[config.mk]
export PLATFORM = sky130hd
export DESIGN_NAME = uart_tx_param
export DESIGN_NICKNAME = d
export VERILOG_FILES = /design/src/rtl/uart_tx_param.sv
export SDC_FILE = /design/constraint.sdc
export NUM_CORES = 1
export LEC_CHECK = 0
export BUFFER_PORTS_ARGS = -buffer_cell sky130_fd_sc_hd__buf_4
export CAP_MARGIN = 25
export CORE_MARGIN = 1
export CORE_UTILIZATION = 55
export DETAILED_ROUTE_END_ITERATION = 8
export GPL_ROUTABILITY_DRIVEN = 1
export GPL_TIMING_DRIVEN = 0
export HOLD_SLACK_MARGIN = 0.1
export PLACE_DENSITY = 0.78
export SYNTH_ARGS = -nofsm -noshare
export SYNTH_HDL_FRONTEND = slang
export SYNTH_SLANG_ARGS = --single-unit
export TNS_END_PERCENT = 100
[constraint.sdc]
create_clock -name clk -period 2.4 [get_ports clk]
set_input_delay 0.48 -clock clk [delete_from_list [all_inputs] [get_ports clk]]
set_output_delay 0.48 -clock clk [all_outputs]
set_load 0.05 [all_outputs]
[src/rtl/uart_tx_param.sv]
// Parametrised UART transmitter: start bit, DATA_BITS LSB-first, optional parity, STOP_BITS stop bits.
// Define PARITY_EN to insert a parity bit (even, or odd when PARITY_ODD=1) after the data bits.
module uart_tx_param #(
  parameter int DATA_BITS  = 8,
  parameter int STOP_BITS  = 1,
  parameter int BAUD_DIV   = 10407,
  parameter int CNT_W      = 16,
  parameter int PARITY_ODD = 0
) (
  input  logic                 clk,
  input  logic                 rst,
  input  logic [DATA_BITS-1:0] tx_data,
  input  logic                 tx_valid,
  output logic                 tx_ready,
  output logic                 tx,
  output logic                 busy
);

  localparam int IDX_W = $clog2(DATA_BITS);
  localparam logic [CNT_W-1:0] DIV      = CNT_W'(BAUD_DIV);
  localparam logic [IDX_W-1:0] LAST_IDX = IDX_W'(DATA_BITS - 1);
  localparam logic             STOP_LAST = 1'(STOP_BITS - 1);

  localparam logic [2:0] IDLE   = 3'd0;
  localparam logic [2:0] START  = 3'd1;
  localparam logic [2:0] DATA   = 3'd2;
`ifdef PARITY_EN
  localparam logic [2:0] PARITY = 3'd3;
`endif
  localparam logic [2:0] STOP   = 3'd4;

  logic [2:0]           state;
  logic [CNT_W-1:0]     baud_cnt;
  logic [DATA_BITS-1:0] shift_reg;
  logic [IDX_W-1:0]     bit_idx;
  logic                 stop_cnt;
`ifdef PARITY_EN
  logic                 parity_bit;
`endif

  assign busy = ~tx_ready;

  // The counter is always reloaded (never cleared) at a bit boundary, so every
  // bit lasts exactly BAUD_DIV+1 cycles; tx is updated on the edge that enters a bit.
  always_ff @(posedge clk) begin
    if (rst) begin
      state     <= IDLE;
      baud_cnt  <= DIV;
      shift_reg <= '0;
      bit_idx   <= '0;
      stop_cnt  <= 1'b0;
      tx        <= 1'b1;
      tx_ready  <= 1'b1;
`ifdef PARITY_EN
      parity_bit <= 1'b0;
`endif
    end else if (state == IDLE) begin
      if (tx_valid && tx_ready) begin
        shift_reg <= tx_data;
        baud_cnt  <= DIV;
        state     <= START;
        tx        <= 1'b0;
        tx_ready  <= 1'b0;
`ifdef PARITY_EN
        parity_bit <= (^tx_data) ^ 1'(PARITY_ODD);
`endif
      end
    end else if (baud_cnt != '0) begin
      baud_cnt <= baud_cnt - CNT_W'(1);
    end else begin
      baud_cnt <= DIV;
      case (state)
        START: begin
          state   <= DATA;
          bit_idx <= '0;
          tx      <= shift_reg[0];
        end
        DATA: begin
          if (bit_idx == LAST_IDX) begin
`ifdef PARITY_EN
            state <= PARITY;
            tx    <= parity_bit;
`else
            state    <= STOP;
            stop_cnt <= 1'b0;
            tx       <= 1'b1;
`endif
          end else begin
            shift_reg <= shift_reg >> 1;
            bit_idx   <= bit_idx + IDX_W'(1);
            tx        <= shift_reg[1];
          end
        end
`ifdef PARITY_EN
        PARITY: begin
          state    <= STOP;
          stop_cnt <= 1'b0;
          tx       <= 1'b1;
        end
`endif
        STOP: begin
          if (stop_cnt == STOP_LAST) begin
            state    <= IDLE;
            tx_ready <= 1'b1;
            tx       <= 1'b1;
          end else begin
            stop_cnt <= stop_cnt + 1'b1;
          end
        end
        default: begin
          state    <= IDLE;
          tx_ready <= 1'b1;
          tx       <= 1'b1;
        end
      endcase
    end
  end

endmodule

# Word-level counts from Yosys, hierarchy flattened
# Cells that the tools add are included.
# totals
reg_bits	33
latchBits	0
mem_bits_rw	0
rom_bits	0
in_bits	11
mem_count	0
# classes
add_sub_neg	3
mul	0
div_mod_pow	0
n_lt_le_gt_ge	0
eq_ne	12
shift	0
muxes	28
n_bitwise	3
n_reduce_logical	13
# op_table
operator	n
2-to-1 mux 16 bit	3
2-to-1 mux 8 bit	5
AND reduction 4 bit	5
2-to-1 mux 3 bit	6
nonzero test 16 bit	1
subtractor 16 x 1 -> 16 bit, second input constant	1
2-to-1 mux 1 bit	9
case mux 3 bit (3 select lines)	1
inequality test 2 bit, second input constant	4
== test 3 bit, second input constant	2
inequality test 3 bit, second input constant	2
case mux 3 bit (2 select lines)	1
nonzero test 2 bit	3
inequality test 2 x 1 -> 1 bit, second input constant	2
case mux 1 bit (2 select lines)	2
adder 3 x 1 -> 3 bit, second input constant	1
== test 3 x 1 -> 1 bit, second input constant	1
== test 3 x 2 -> 1 bit, second input constant	1
zero test 3 bit	1
NOT 1 bit	3
case mux 1 bit (3 select lines)	1
AND reduction 3 bit	1
OR reduction 2 bit	1
adder 1 bit, second input constant	1
logical AND 1 bit	1

# Logic depth before layout (Yosys ltp)
# logic_depth
depth_word	5
ltp_mapped	7

# Worst setup path before layout
# Ideal clock, no wire load.
# synth_timing
kind	reg2reg
startpoint	register tx_ready
endpoint	register shift_reg[0]
setup_ns	0.121
arrival_time_ns	1.830
required_time_ns	2.279
slack_ns	0.449
stages_incl_launch_ff	6
path_buffers	1
synth_period_minus_slack_ns	1.951
cell_sequence	dfxtp_1 -> a2111o_1 -> nand2_1 -> o31a_1 -> buf_2 -> mux2_2
# synth_between
elab_chain_len	3
# synth_lines
item	line_no	rtl
from (decl)	14	output logic tx_ready,
from (signal assigned)	53	tx_ready <= 1'b1;
from (signal assigned)	63	tx_ready <= 1'b0;
from (signal assigned)	104	tx_ready <= 1'b1;
logical AND 1 bit	58	if (tx_valid && tx_ready) begin
inequality test 2 x 1 -> 1 bit (no source line)	--	
AND reduction 4 bit (no source line)	--	
to (signal assigned)	59	shift_reg <= tx_data;
to (signal assigned)	89	shift_reg <= shift_reg >> 1;
to (decl)	34	logic [DATA_BITS-1:0] shift_reg;
# Every way passes these cells.
# A chain may end at the register's enable or synchronous reset.

# Worst setup path after layout
# layout_timing
startpoint	register baud_cnt[0]
endpoint	register baud_cnt[0]
# layout_between
elab_chain_len	3
elab_cells_between_ends	4
cone_classes	1 x add/sub; 2 x mux; 1 x reduce/logical
# layout_lines
item	line_no	rtl
from (decl)	33	logic [CNT_W-1:0] baud_cnt;
from (signal assigned)	69	baud_cnt <= baud_cnt - CNT_W'(1);
subtractor 16 x 1 -> 16 bit or nonzero test 16 bit (tied branches)	69, 68	
2-to-1 mux 16 bit (*)	68	end else if (baud_cnt != '0) begin
2-to-1 mux 16 bit (*)	57	end else if (state == IDLE) begin
# Every way passes the cells marked *; elsewhere a longest branch is shown, timed or not.

==> flow_summary.ini <==
[drt]
first_iter_violations = 60
ant_nets = 0
wl_per_cell_um = 13.72
first_pass_iters = 4
vias_per_cell = 5.764
vias = 1562
totalWireLength_mm = 3.719
route.detailed.drc = 0

[grt]
grt.overflow.total = 0
grt_pass1_wl_mm = 6.237
grt_pass1_vias = 1339
antenna_found_initial = 0
grt_max_degree = 11
grtUsageTotal_pct = 23.95

[pwr]
ir_worst_vdd_uv = 456.4
p_total_w = 0.001140
p_leak_nw = 0.7120
power.density_nw_per_um2 = 580.7

[placement]
port_buffers = 12
hpwlAfterDp_mm = 2.665
gp_congestion = 0.9328
post-place-ws_ns = 0.04875

[worst_setup_path]
path_class = flop to flop
worstSetupStartpointType = flop
crit_family = compound AO/OA/AOI/OAI gates
critPathMaxStageDelay_ns = 0.63
cp-end-kind = flop
cp_data_arrival_time_ns = 2.40
cp_slowest_cell = a311oi_2
cp.required_ns = 2.59
crit_chain = inv_1 > ha_1 > nor3b_1 > and4_1 > clkbuf_1 > a311oi_2 > o21ai_0
cp_num_buf_inv = 2
path_max_fanout = 7

[clock_network]
cts_hold_buf = 0
cts_buffers = 5
cts_sinks = 32
cts_tree = yes
post_cts_resized = 0
clkLatencyLatePin_ns = 0.33
clockBufferDepth = 2
htree_num_levels = 2
clkTransAtPathRegs_ns = 0.10
clockRootBuffer = clkbuf_4
post-cts-setup-buffers = 0

[sta]
fin_hold_ws_ns = 0.4123
hold_viol = 0
relSlewSlack_pct = 37.23
fin_tns_setup_ns = 0
fin_ws_ns = 0.1886
worst_clock_skew_ns = 0.003715
rsz0062_at_grt = false
drv_slew = 0
finalCriticalPeriod_ns = 2.211
setup_violations = 0
fmax_mhz = 452.2
fin_crit_sh_pct = 92.14
worstMarginPinSlew_ns = 0.9330

[logic_synthesis]
syn_nets = 221
synth_edf_count = 0
syn_inst = 207
synth.avg_cell_area_sq_um = 8.486
synth.distinct_cells = 44
synth_area_leaders = dfxtp_1, a21oi_1, mux2_2
ys_warn_count = 0
synthesis.area_sq_um = 1757
yosysSeqAreaShare_pct = 36.47
yosysMostFrequentCell = dfxtp_1
synth_seq_cells = 32
ys.flop_type = dfxtp_1
netlist_top_cells_count = dfxtp_1, nand2_1, a21oi_1
synth-async-reset-ratio_pct = 0
yosysTopAreaCell = dfxtp_1
yosysTopAreaCellShare_pct = 36.47

[hold_path]
hold_path.class = input port to flop

[floorplanning]
ios = 14
initial_core_util_pct = 57.54
die_h_um = 58.52
fp.dieW_um = 58.52
core_sq_um = 3053
dieArea_sq_um = 3424
rows = 20

[run]
cap_viol_max_count = 0

[finish]
drive_gt1_share_pct = 17.62
area_delta_synth_final_pct = 11.75
final_nets = 240
nFillCells = 280
largest_reg_flops = 16
antenna_cells = 0
multi_input_area_sq_um = 1054
regArea_sq_um = 640.6

[outcome]
outcome = complete, no violations
[path summary, 6_finish.rpt]
kind,to,slack (ns),depth (start not counted),from
worst max-delay path,baud_cnt[0],0.19,7,baud_cnt[0]
worst min-delay path,shift_reg[7],0.41,3,tx_data[7]
worst max register to register,baud_cnt[0],0.19,7,baud_cnt[0]
worst min register to register,shift_reg[7],0.48,2,shift_reg[7]
[metrics by stage]
step	cell area (sq um)	utilization [%]	instances
3_3_place_gp	1902	62.30	263
5_1_grt	1963	64.30	271
3_5_place_dp	1902	62.30	263
6_report	1963	64.30	271
2_1_floorplan	1757	-	207
4_1_cts	1963	64.30	271
[cell type report]
cell class,count,area share [%]
multi-input combinational,159,53.66
tap,44,2.804
clock buffer,6,2.613
clock inverter,2,0.5099
sequential,32,32.63
buffer,12,2.422
timing repair buffer,12,4.589
inverter,4,0.7648
[layer usage]
layer	vias up	share of wire (%)	GRT usage, %
met5	-	0	0
met4	0	0.43	5.102
met3	2	6.2	7.473
met2	57	45	36.78
met1	708	48	33.20
li1	795	-	-
[cell usage in the layout (no fill, tap or decap), drive strengths merged, types with 3 or more instances in the layout]
| master | instances |
|---|---|
| ha | 3 |
| nor2 | 13 |
| a21oi | 18 |
| buf | 14 |
| nor4 | 5 |
| mux2i | 5 |
| o21ai | 9 |
| mux2 | 8 |
| nand2 | 24 |
| xor2 | 4 |
| nand4 | 6 |
| clkbuf | 16 |
| dfxtp | 32 |
| or3 | 8 |
| nand2b | 6 |
| nand3 | 5 |
| nand3b | 4 |
| nor2b | 7 |
| inv | 4 |
| nor3 | 9 |
| o31ai | 3 |
[worst reg2reg max path, stage by stage, from the launching register on]
cell	delay (ns)
dfxtp_1	0.38
inv_1	0.08
ha_1	0.23
nor3b_1	0.18
and4_1	0.19
clkbuf_1	0.21
a311oi_2	0.63
o21ai_0	0.18
[power by group]
group          internal [W]  switching, W
Sequential         0.000558     0.0000201
Combinational     0.0000942      0.000143
Clock              0.000139      0.000185
Total              0.000792      0.000348
[kinds of logic (layout without fill, tap and decap cells)]
kind of cell / Yosys count / count (layout) / synth area share [%]
simple gates: 94 / 94 / 30.06
mux: 13 / 13 / 7.978
flops: 32 / 32 / 36.47
fa+ha+maj: 3 / 3 / 2.137
xor+xnor: 5 / 5 / 2.493
compound gates: 44 / 44 / 17.31
buf+inv: 16 / 36 / 3.561
Power figures use the tool's default switching activity.
